<file path="config.mk">
export PLATFORM = sky130hd
export DESIGN_NAME = charbuf_writer
export DESIGN_NICKNAME = d
export VERILOG_FILES = /design/src/rtl/charbuf_pkg.sv /design/src/rtl/charbuf_cursor.sv /design/src/rtl/charbuf_writer.sv
export SDC_FILE = /design/constraint.sdc
export NUM_CORES = 1
export LEC_CHECK = 0
export ABC_AREA = 1
export ABC_CLOCK_PERIOD_IN_PS = 2800
export CAP_MARGIN = 15
export CORE_ASPECT_RATIO = 0.8
export CORE_MARGIN = 10
export CORE_UTILIZATION = 35
export DETAILED_ROUTE_END_ITERATION = 16
export GPL_TIMING_DRIVEN = 0
export PLACE_DENSITY = 0.53
export SYNTH_ARGS = -nofsm -noshare
export SYNTH_HDL_FRONTEND = slang
export SYNTH_SLANG_ARGS = --single-unit
</file>
<file path="constraint.sdc">
create_clock -name clk -period 2.8 [get_ports clk]
set_input_delay 0.7 -clock clk [delete_from_list [all_inputs] [get_ports clk]]
set_output_delay 0.7 -clock clk [all_outputs]
set_load 0.01 [all_outputs]
</file>
<file path="src/rtl/charbuf_pkg.sv">
// Shared states, control codes and address width for the character-buffer writer.
package charbuf_pkg;

  localparam int ADDR_W = 12;

  typedef enum logic [1:0] {
    CLR_ALL  = 2'd0,
    IDLE     = 2'd1,
    WRITE    = 2'd2,
    CLR_LINE = 2'd3
  } state_t;

  localparam logic [7:0] CH_CR  = 8'h0D;
  localparam logic [7:0] CH_LF  = 8'h0A;
  localparam logic [7:0] CH_BS  = 8'h08;
  localparam logic [7:0] CH_FF  = 8'h0C;
  localparam logic [7:0] CH_TAB = 8'h09;

  localparam logic [7:0] PRINT_LO = 8'h20;
  localparam logic [7:0] PRINT_HI = 8'h7E;

  function automatic logic is_print(input logic [7:0] b);
    return (b >= PRINT_LO) && (b <= PRINT_HI);
  endfunction

endpackage

</file>
<file path="src/rtl/charbuf_cursor.sv">
// Cursor, scroll origin and incrementally maintained physical line base for the
// circular row ring; flags when a newline has to scroll the screen.
module charbuf_cursor
  import charbuf_pkg::*;
#(
  parameter int COLS = 80,
  parameter int ROWS = 48
) (
  input  logic              clk,
  input  logic              reset,
  input  logic              adv_i,
  input  logic              nl_i,
  input  logic              cr_i,
  input  logic              bs_i,
  input  logic              tab_i,
  input  logic              home_i,
  output logic [6:0]        col_o,
  output logic [5:0]        row_o,
  output logic [5:0]        top_o,
  output logic [ADDR_W-1:0] base_o,
  output logic              scroll_o
);

  localparam logic [6:0]        COL_MAX   = 7'(COLS - 1);
  localparam logic [5:0]        ROW_MAX   = 6'(ROWS - 1);
  localparam logic [ADDR_W-1:0] COLS_A    = ADDR_W'(COLS);
  localparam logic [ADDR_W-1:0] LAST_BASE = ADDR_W'(COLS * (ROWS - 1));

  logic [6:0]        col_q, col_d;
  logic [5:0]        row_q, row_d;
  logic [5:0]        top_q, top_d;
  logic [ADDR_W-1:0] base_q, base_d;
  logic              wrap, do_nl;

  function automatic logic [6:0] tab_stop(input logic [6:0] c);
    logic [7:0] t;
    t = {1'b0, c | 7'd7} + 8'd1;
    return (t > {1'b0, COL_MAX}) ? COL_MAX : t[6:0];
  endfunction

  assign wrap     = adv_i && (col_q == COL_MAX);
  assign do_nl    = nl_i || wrap;
  assign scroll_o = do_nl && (row_q == ROW_MAX);

  always_comb begin
    col_d  = col_q;
    row_d  = row_q;
    top_d  = top_q;
    base_d = base_q;
    if (home_i) begin
      col_d  = '0;
      row_d  = '0;
      top_d  = '0;
      base_d = '0;
    end else begin
      if (adv_i)                     col_d = wrap ? 7'd0 : col_q + 7'd1;
      else if (cr_i)                 col_d = '0;
      else if (bs_i && col_q != '0)  col_d = col_q - 7'd1;
      else if (tab_i)                col_d = tab_stop(col_q);
      // The physical row advances by one on every newline, scroll or not.
      if (do_nl) begin
        base_d = (base_q == LAST_BASE) ? '0 : base_q + COLS_A;
        if (row_q == ROW_MAX) top_d = (top_q == ROW_MAX) ? 6'd0 : top_q + 6'd1;
        else                  row_d = row_q + 6'd1;
      end
    end
  end

  always_ff @(posedge clk or posedge reset) begin
    if (reset) begin
      col_q  <= '0;
      row_q  <= '0;
      top_q  <= '0;
      base_q <= '0;
    end else begin
      col_q  <= col_d;
      row_q  <= row_d;
      top_q  <= top_d;
      base_q <= base_d;
    end
  end

  assign col_o  = col_q;
  assign row_o  = row_q;
  assign top_o  = top_q;
  assign base_o = base_q;

endmodule

</file>
<file path="src/rtl/charbuf_writer.sv">
// UART-byte to character-buffer writer with cursor tracking and ring scrolling.
// Define CHARBUF_WRITER_TAB_EN to make 0x09 advance to the next 8-column stop.
module charbuf_writer
  import charbuf_pkg::*;
#(
  parameter int         COLS      = 80,
  parameter int         ROWS      = 48,
  parameter logic [7:0] FILL_CHAR = 8'h20
) (
  input  logic        clk,
  input  logic        reset,
  input  logic [7:0]  rx_data,
  input  logic        rx_valid,
  output logic        rx_ready,
  output logic        mem_ce,
  output logic        mem_wre,
  output logic [11:0] mem_ad,
  output logic [7:0]  mem_din,
  output logic [6:0]  cursor_col,
  output logic [5:0]  cursor_row,
  output logic [5:0]  top_row,
  output logic        busy
);

`ifdef CHARBUF_WRITER_TAB_EN
  localparam bit TAB_EN = 1'b1;
`else
  localparam bit TAB_EN = 1'b0;
`endif

  localparam logic [ADDR_W-1:0] LAST_ALL = ADDR_W'(COLS * ROWS - 1);
  localparam logic [ADDR_W-1:0] LAST_COL = ADDR_W'(COLS - 1);

  state_t            state_q, state_d;
  logic              pend_q, pend_d;
  logic [7:0]        byte_q, byte_d;
  logic [ADDR_W-1:0] clr_cnt_q, clr_cnt_d;
  logic              rx_ready_q, rx_ready_d;
  logic              we_q, we_d;
  logic [ADDR_W-1:0] ad_q, ad_d;
  logic [7:0]        din_q, din_d;
  logic              busy_q, busy_d;

  logic              adv_s, nl_s, cr_s, bs_s, tab_s, home_s, scroll_s;
  logic [ADDR_W-1:0] line_base;
  logic              accept;

  charbuf_cursor #(.COLS(COLS), .ROWS(ROWS)) u_cursor (
    .clk      (clk),
    .reset    (reset),
    .adv_i    (adv_s),
    .nl_i     (nl_s),
    .cr_i     (cr_s),
    .bs_i     (bs_s),
    .tab_i    (tab_s),
    .home_i   (home_s),
    .col_o    (cursor_col),
    .row_o    (cursor_row),
    .top_o    (top_row),
    .base_o   (line_base),
    .scroll_o (scroll_s)
  );

  assign accept = rx_valid && rx_ready_q;

  always_comb begin
    state_d    = state_q;
    pend_d     = pend_q;
    byte_d     = byte_q;
    clr_cnt_d  = clr_cnt_q;
    rx_ready_d = 1'b0;
    we_d       = 1'b0;
    ad_d       = ad_q;
    din_d      = din_q;
    busy_d     = 1'b0;
    adv_s      = 1'b0;
    nl_s       = 1'b0;
    cr_s       = 1'b0;
    bs_s       = 1'b0;
    tab_s      = 1'b0;
    home_s     = 1'b0;
    case (state_q)
      CLR_ALL: begin
        we_d   = 1'b1;
        busy_d = 1'b1;
        ad_d   = clr_cnt_q;
        din_d  = FILL_CHAR;
        if (clr_cnt_q == LAST_ALL) begin
          clr_cnt_d = '0;
          state_d   = IDLE;
        end else begin
          clr_cnt_d = clr_cnt_q + 12'd1;
        end
      end
      CLR_LINE: begin
        we_d   = 1'b1;
        busy_d = 1'b1;
        ad_d   = line_base + clr_cnt_q;
        din_d  = FILL_CHAR;
        if (clr_cnt_q == LAST_COL) begin
          clr_cnt_d = '0;
          state_d   = IDLE;
        end else begin
          clr_cnt_d = clr_cnt_q + 12'd1;
        end
      end
      WRITE: begin
        we_d  = 1'b1;
        ad_d  = line_base + {5'b0, cursor_col};
        din_d = byte_q;
        adv_s = 1'b1;
        if (scroll_s) begin
          state_d = CLR_LINE;
        end else begin
          state_d    = IDLE;
          rx_ready_d = 1'b1;
        end
      end
      IDLE: begin
        if (pend_q) begin
          // Control byte latched last cycle: apply it now.
          pend_d     = 1'b0;
          rx_ready_d = 1'b1;
          case (byte_q)
            CH_CR:  cr_s  = 1'b1;
            CH_LF:  nl_s  = 1'b1;
            CH_BS:  bs_s  = 1'b1;
            CH_TAB: tab_s = TAB_EN;
            CH_FF: begin
              home_s     = 1'b1;
              rx_ready_d = 1'b0;
              state_d    = CLR_ALL;
            end
            default: ;
          endcase
          if (scroll_s) begin
            state_d    = CLR_LINE;
            rx_ready_d = 1'b0;
          end
        end else if (accept) begin
          byte_d = rx_data;
          if (is_print(rx_data)) state_d = WRITE;
          else                   pend_d  = 1'b1;
        end else begin
          rx_ready_d = 1'b1;
        end
      end
      default: state_d = CLR_ALL;
    endcase
  end

  always_ff @(posedge clk or posedge reset) begin
    if (reset) begin
      state_q    <= CLR_ALL;
      pend_q     <= 1'b0;
      clr_cnt_q  <= '0;
      rx_ready_q <= 1'b0;
      we_q       <= 1'b0;
      ad_q       <= '0;
      din_q      <= FILL_CHAR;
      busy_q     <= 1'b1;
    end else begin
      state_q    <= state_d;
      pend_q     <= pend_d;
      clr_cnt_q  <= clr_cnt_d;
      rx_ready_q <= rx_ready_d;
      we_q       <= we_d;
      ad_q       <= ad_d;
      din_q      <= din_d;
      busy_q     <= busy_d;
    end
  end

  always_ff @(posedge clk) begin
    byte_q <= byte_d;
  end

  assign rx_ready = rx_ready_q;
  assign mem_ce   = we_q;
  assign mem_wre  = we_q;
  assign mem_ad   = ad_q;
  assign mem_din  = din_q;
  assign busy     = busy_q;

endmodule

</file>
==> metrics.cfg <==
[status]
run_status = completed

[cells_and_area]
finish.net_count = 706
synthToLayoutAreaGrowth_pct = 22.3
number_of_inserted_filler_cells_in_the_final_layout = 1301
layoutNonFillerInstCount = 853
final_cell_area_um2 = 5600
n_antenna_cell = 0
drive_above_1_share_pct = 7.52

[setup_path]
crit_path_max_fanout = 10
critical_path.most_common_cell = sky130_fd_sc_hd__nand2_1
critical_path_class = reg -> reg
kind_of_cell_with_the_highest_combined_delay_on_the_critical_path = compound AO/OA/AOI/OAI gates
startpoint_type = register
critPathMaxStageDelay_ps = 430
worst_ep_required_time_ps = 3020
timing.critical_path.buf_inv = 2
worst-path-stages = 13
cp.arrival_ps = 2740
timing.critical_path.cells = inv_1 -> ha_2 -> buf_2 -> a21oi_1 -> ha_1 -> a21oi_1 -> nor2_1 -> nor2_1 -> nand2_1 -> nand2_1 -> nand2_1 -> o21ai_0 -> nand2_1
end_kind = register
critical_path.slowest_cell = sky130_fd_sc_hd__dfrtp_1
rr_worst_depth = 13

[yosys]
synth_compound_gate_area_share_pct = 10.6
syn-mean-instance-area_um2 = 7.51
ys_async_sr_fraction_pct = 89.0
ys_seq_elements = 73
synthDominantAreaCellType = sky130_fd_sc_hd__dfrtp_1
synth-main-ff-cell = sky130_fd_sc_hd__dfrtp_1
synth_simple_gate_area_share_pct = 30.2
combinational_family_with_the_most_area_after_synthesis = simple AND/OR/NAND/NOR gates
synth-edff-count = 8
synth.yosys.seq_area_share_pct = 40.9
yosys_warnings = 0
adder_cell_area_share_of_the_yosys_netlist_pct = 6.02
synth_cell_type_count = 46
post_synth_main_area_contributors = sky130_fd_sc_hd__dfrtp_1 34%, sky130_fd_sc_hd__nand2_1 13%, sky130_fd_sc_hd__inv_1 6.2%
synthXorXnorAreaFrac_pct = 4.21
syn-cell-area_um2 = 4570
postSynthNetCount = 642
yosys.cell_count.top_type = sky130_fd_sc_hd__nand2_1
multiplexer_share_of_the_synthesized_area_pct = 0
synth.top_cells.by_count = 160 x sky130_fd_sc_hd__nand2_1, 76 x sky130_fd_sc_hd__inv_1, 72 x sky130_fd_sc_hd__nor2_1
netlist_instances = 609
synth_largest_type_area_fraction_pct = 34.5

[clock_tree]
insertion_delay_ps = 340
cts_tree = built
total_clock_buffers_created_by_cts = 9
postCtsSetupBuffers = 0
htree_levels = 3
cts.reportedPaths.clkPinSlew_ps = 60
clockBufferDepth = 2
cts_sinks = 73
clk_root_buffer_cell = sky130_fd_sc_hd__clkbuf_16

[placement]
numPlacedInstances = 837
pre_cts_ws_ps = -4.25
area_after_detailed_placement_um2 = 5330
dpl.hpwl_mm = 8.99
weighted_congestion_reported_at_the_end_of_routability_driven_placement = 0.861
portBuffers = 53

[routing]
post-route-drc-count = 0
route.detailed.vias_per_inst = 4.72
totalWireLength_mm = 11.9
vias = 4027
wl_per_cell_um = 13.9
drtPass1Iterations = 4
postRouteAntennaNets = 0
drt_first_iter_violations = 249

[timing]
clock-skew-final_ps = 10.0
post-route-period-util_pct = 90.2
final_period_minus_worst_setup_slack_ps = 2520
grt_setup_unrepaired = false
setup_ws_ps = 275
setup_viol_count_final = 0
tightestPinTransition_ps = 833
final_hold_viol_count = 0
final.hold.worst_slack_ps = 474
max_slew_violations = 0
maxClockFrequency_ghz = 0.396
max_slew_margin_pct = 44.4
final.setup.tns_ps = 0

[pwr]
max-vdd-ir-drop_uv = 278
p_leak_nw = 2.70
power_density_nw_per_um2 = 387

[global_route]
grt_max_degree = 66
wire_length_of_the_first_global_routing_pass_mm = 20.0
grt_util_all_layers_pct = 13.6
vias_in_the_first_global_route = 4063
grt_remaining_overflow = 0
antenna_violations_before_repair = 0

[min_path]
hp-class = reg -> reg
whs_path_cells = 2

[floorplan]
start_util_pct = 35.7
die_height_um = 122
rows = 37
dieArea_um2 = 18100
core_outline_area_um2 = 12800
fp.dieW_um = 148
ios = 54

[run]
maxCapViolations = 0

## worst paths after layout
path	from	slack [ps]	end
worst max-delay path	state_q[0]$_DFFE_PP0P_	280	mem_ad[8]$_DFFE_PP0P_
worst min-delay path	mem_ad[8]$_DFFE_PP0P_	470	mem_ad[8]$_DFFE_PP0P_
worst max register to register	state_q[0]$_DFFE_PP0P_	280	mem_ad[8]$_DFFE_PP0P_
worst min register to register	mem_ad[8]$_DFFE_PP0P_	470	mem_ad[8]$_DFFE_PP0P_
max in group asynchronous	reset	1360	mem_ad[8]$_DFFE_PP0P_
min in group asynchronous	reset	860	u_cursor.row_o[0]$_DFFE_PP0P_
## sequential cells by signal, summed over array words and instances (netlist names)
name	flops
u_cursor.row_o	6
clr_cnt_q	12
state_q	2
byte_q	8
mem_din	8
u_cursor.base_o	8
u_cursor.col_o	7
mem_ce	1
u_cursor.top_o	6
pend_q	1
busy	1
rx_ready	1
mem_ad	12
## worst register-to-register path: stages (launching register included)
cell and delay (ps):
sky130_fd_sc_hd__dfrtp_1 430, sky130_fd_sc_hd__inv_1 130, sky130_fd_sc_hd__ha_2 270, sky130_fd_sc_hd__buf_2 280
sky130_fd_sc_hd__a21oi_1 140, sky130_fd_sc_hd__ha_1 230, sky130_fd_sc_hd__a21oi_1 310, sky130_fd_sc_hd__nor2_1 80
sky130_fd_sc_hd__nor2_1 100, sky130_fd_sc_hd__nand2_1 70, sky130_fd_sc_hd__nand2_1 60, sky130_fd_sc_hd__nand2_1 40
sky130_fd_sc_hd__o21ai_0 200, sky130_fd_sc_hd__nand2_1 70
## stage by stage
step	util (%)	power [mW]
after floorplan	-	1.11
final	43.6	2.16
after global placement	41.5	1.13
after CTS	43.6	2.19
after detailed placement	41.5	1.13
after global routing	43.6	2.24
## metal layers
layer	wire [µm]	global-route usage [%]
met1	5840	18.1
met4	101	4.20
met2	5170	21.0
met3	769	4.12
met5	0	0
## where the power goes
part	switching (mW)	internal (mW)	total, mW
Sequential	0	1.07	1.07
Clock	0.457	0.597	1.05
Combinational	0.0238	0.0137	0.0375
## area by class of cell
type | count | area [µm²] | share of cell area, %
buffer | 12 | 70.1 | 1.25
clock buffer | 11 | 233 | 4.16
clock inverter | 5 | 32.5 | 0.581
inverter | 79 | 299 | 5.34
multi-input combinational | 445 | 2340 | 41.9
sequential | 73 | 1870 | 33.4
tap | 175 | 219 | 3.91
timing repair buffer | 53 | 531 | 9.48
## cells by family (layout without fill, tap and decap cells)
kind of cell / after synthesis / in the layout
and+or+nand+nor: 314 / 314
adders and majority gates: 22 / 22
AOI/OAI and AO/OA: 86 / 86
DFF: 73 / 73
xor gates and xnor gates: 22 / 22
other: 1 / 1
buffers and inverters: 91 / 160
## placed cells by master, fill, tap and decap left out, types with 2 or more instances in the layout
cell,Yosys,routed
sky130_fd_sc_hd__nand2_4,2,2
sky130_fd_sc_hd__nand3_1,38,38
sky130_fd_sc_hd__o21ai_0,38,38
sky130_fd_sc_hd__inv_1,76,75
sky130_fd_sc_hd__nand4_1,13,13
sky130_fd_sc_hd__a21oi_4,2,2
sky130_fd_sc_hd__buf_2,3,4
sky130_fd_sc_hd__nor3_1,6,6
sky130_fd_sc_hd__xor2_1,18,18
sky130_fd_sc_hd__dfstp_2,2,2
sky130_fd_sc_hd__a21oi_1,34,34
sky130_fd_sc_hd__buf_6,2,2
sky130_fd_sc_hd__ha_1,22,21
sky130_fd_sc_hd__edfxtp_1,8,8
sky130_fd_sc_hd__dfrtp_1,63,63
sky130_fd_sc_hd__or2_2,3,3
sky130_fd_sc_hd__nand2_2,6,6
sky130_fd_sc_hd__clkinvlp_4,0,2
sky130_fd_sc_hd__clkdlybuf4s50_1,0,53
sky130_fd_sc_hd__o21ai_1,2,2
sky130_fd_sc_hd__nor2_2,4,4
sky130_fd_sc_hd__nor3b_1,2,2
sky130_fd_sc_hd__clkinv_1,1,2
sky130_fd_sc_hd__o22ai_1,2,2
sky130_fd_sc_hd__xnor2_1,4,4
sky130_fd_sc_hd__nand2_1,160,160
sky130_fd_sc_hd__nor2_1,72,72
sky130_fd_sc_hd__clkbuf_16,0,9
sky130_fd_sc_hd__clkbuf_1,5,6
sky130_fd_sc_hd__inv_2,2,2
## timing repair
action                                  4_1_cts  5_1_grt
hold buffers                                  0        0
endpoints found under the setup margin        2        3
gates resized for setup                       1        2
gates cloned                                  0        0
No activity file was read; power rests on OpenSTA's default activity.
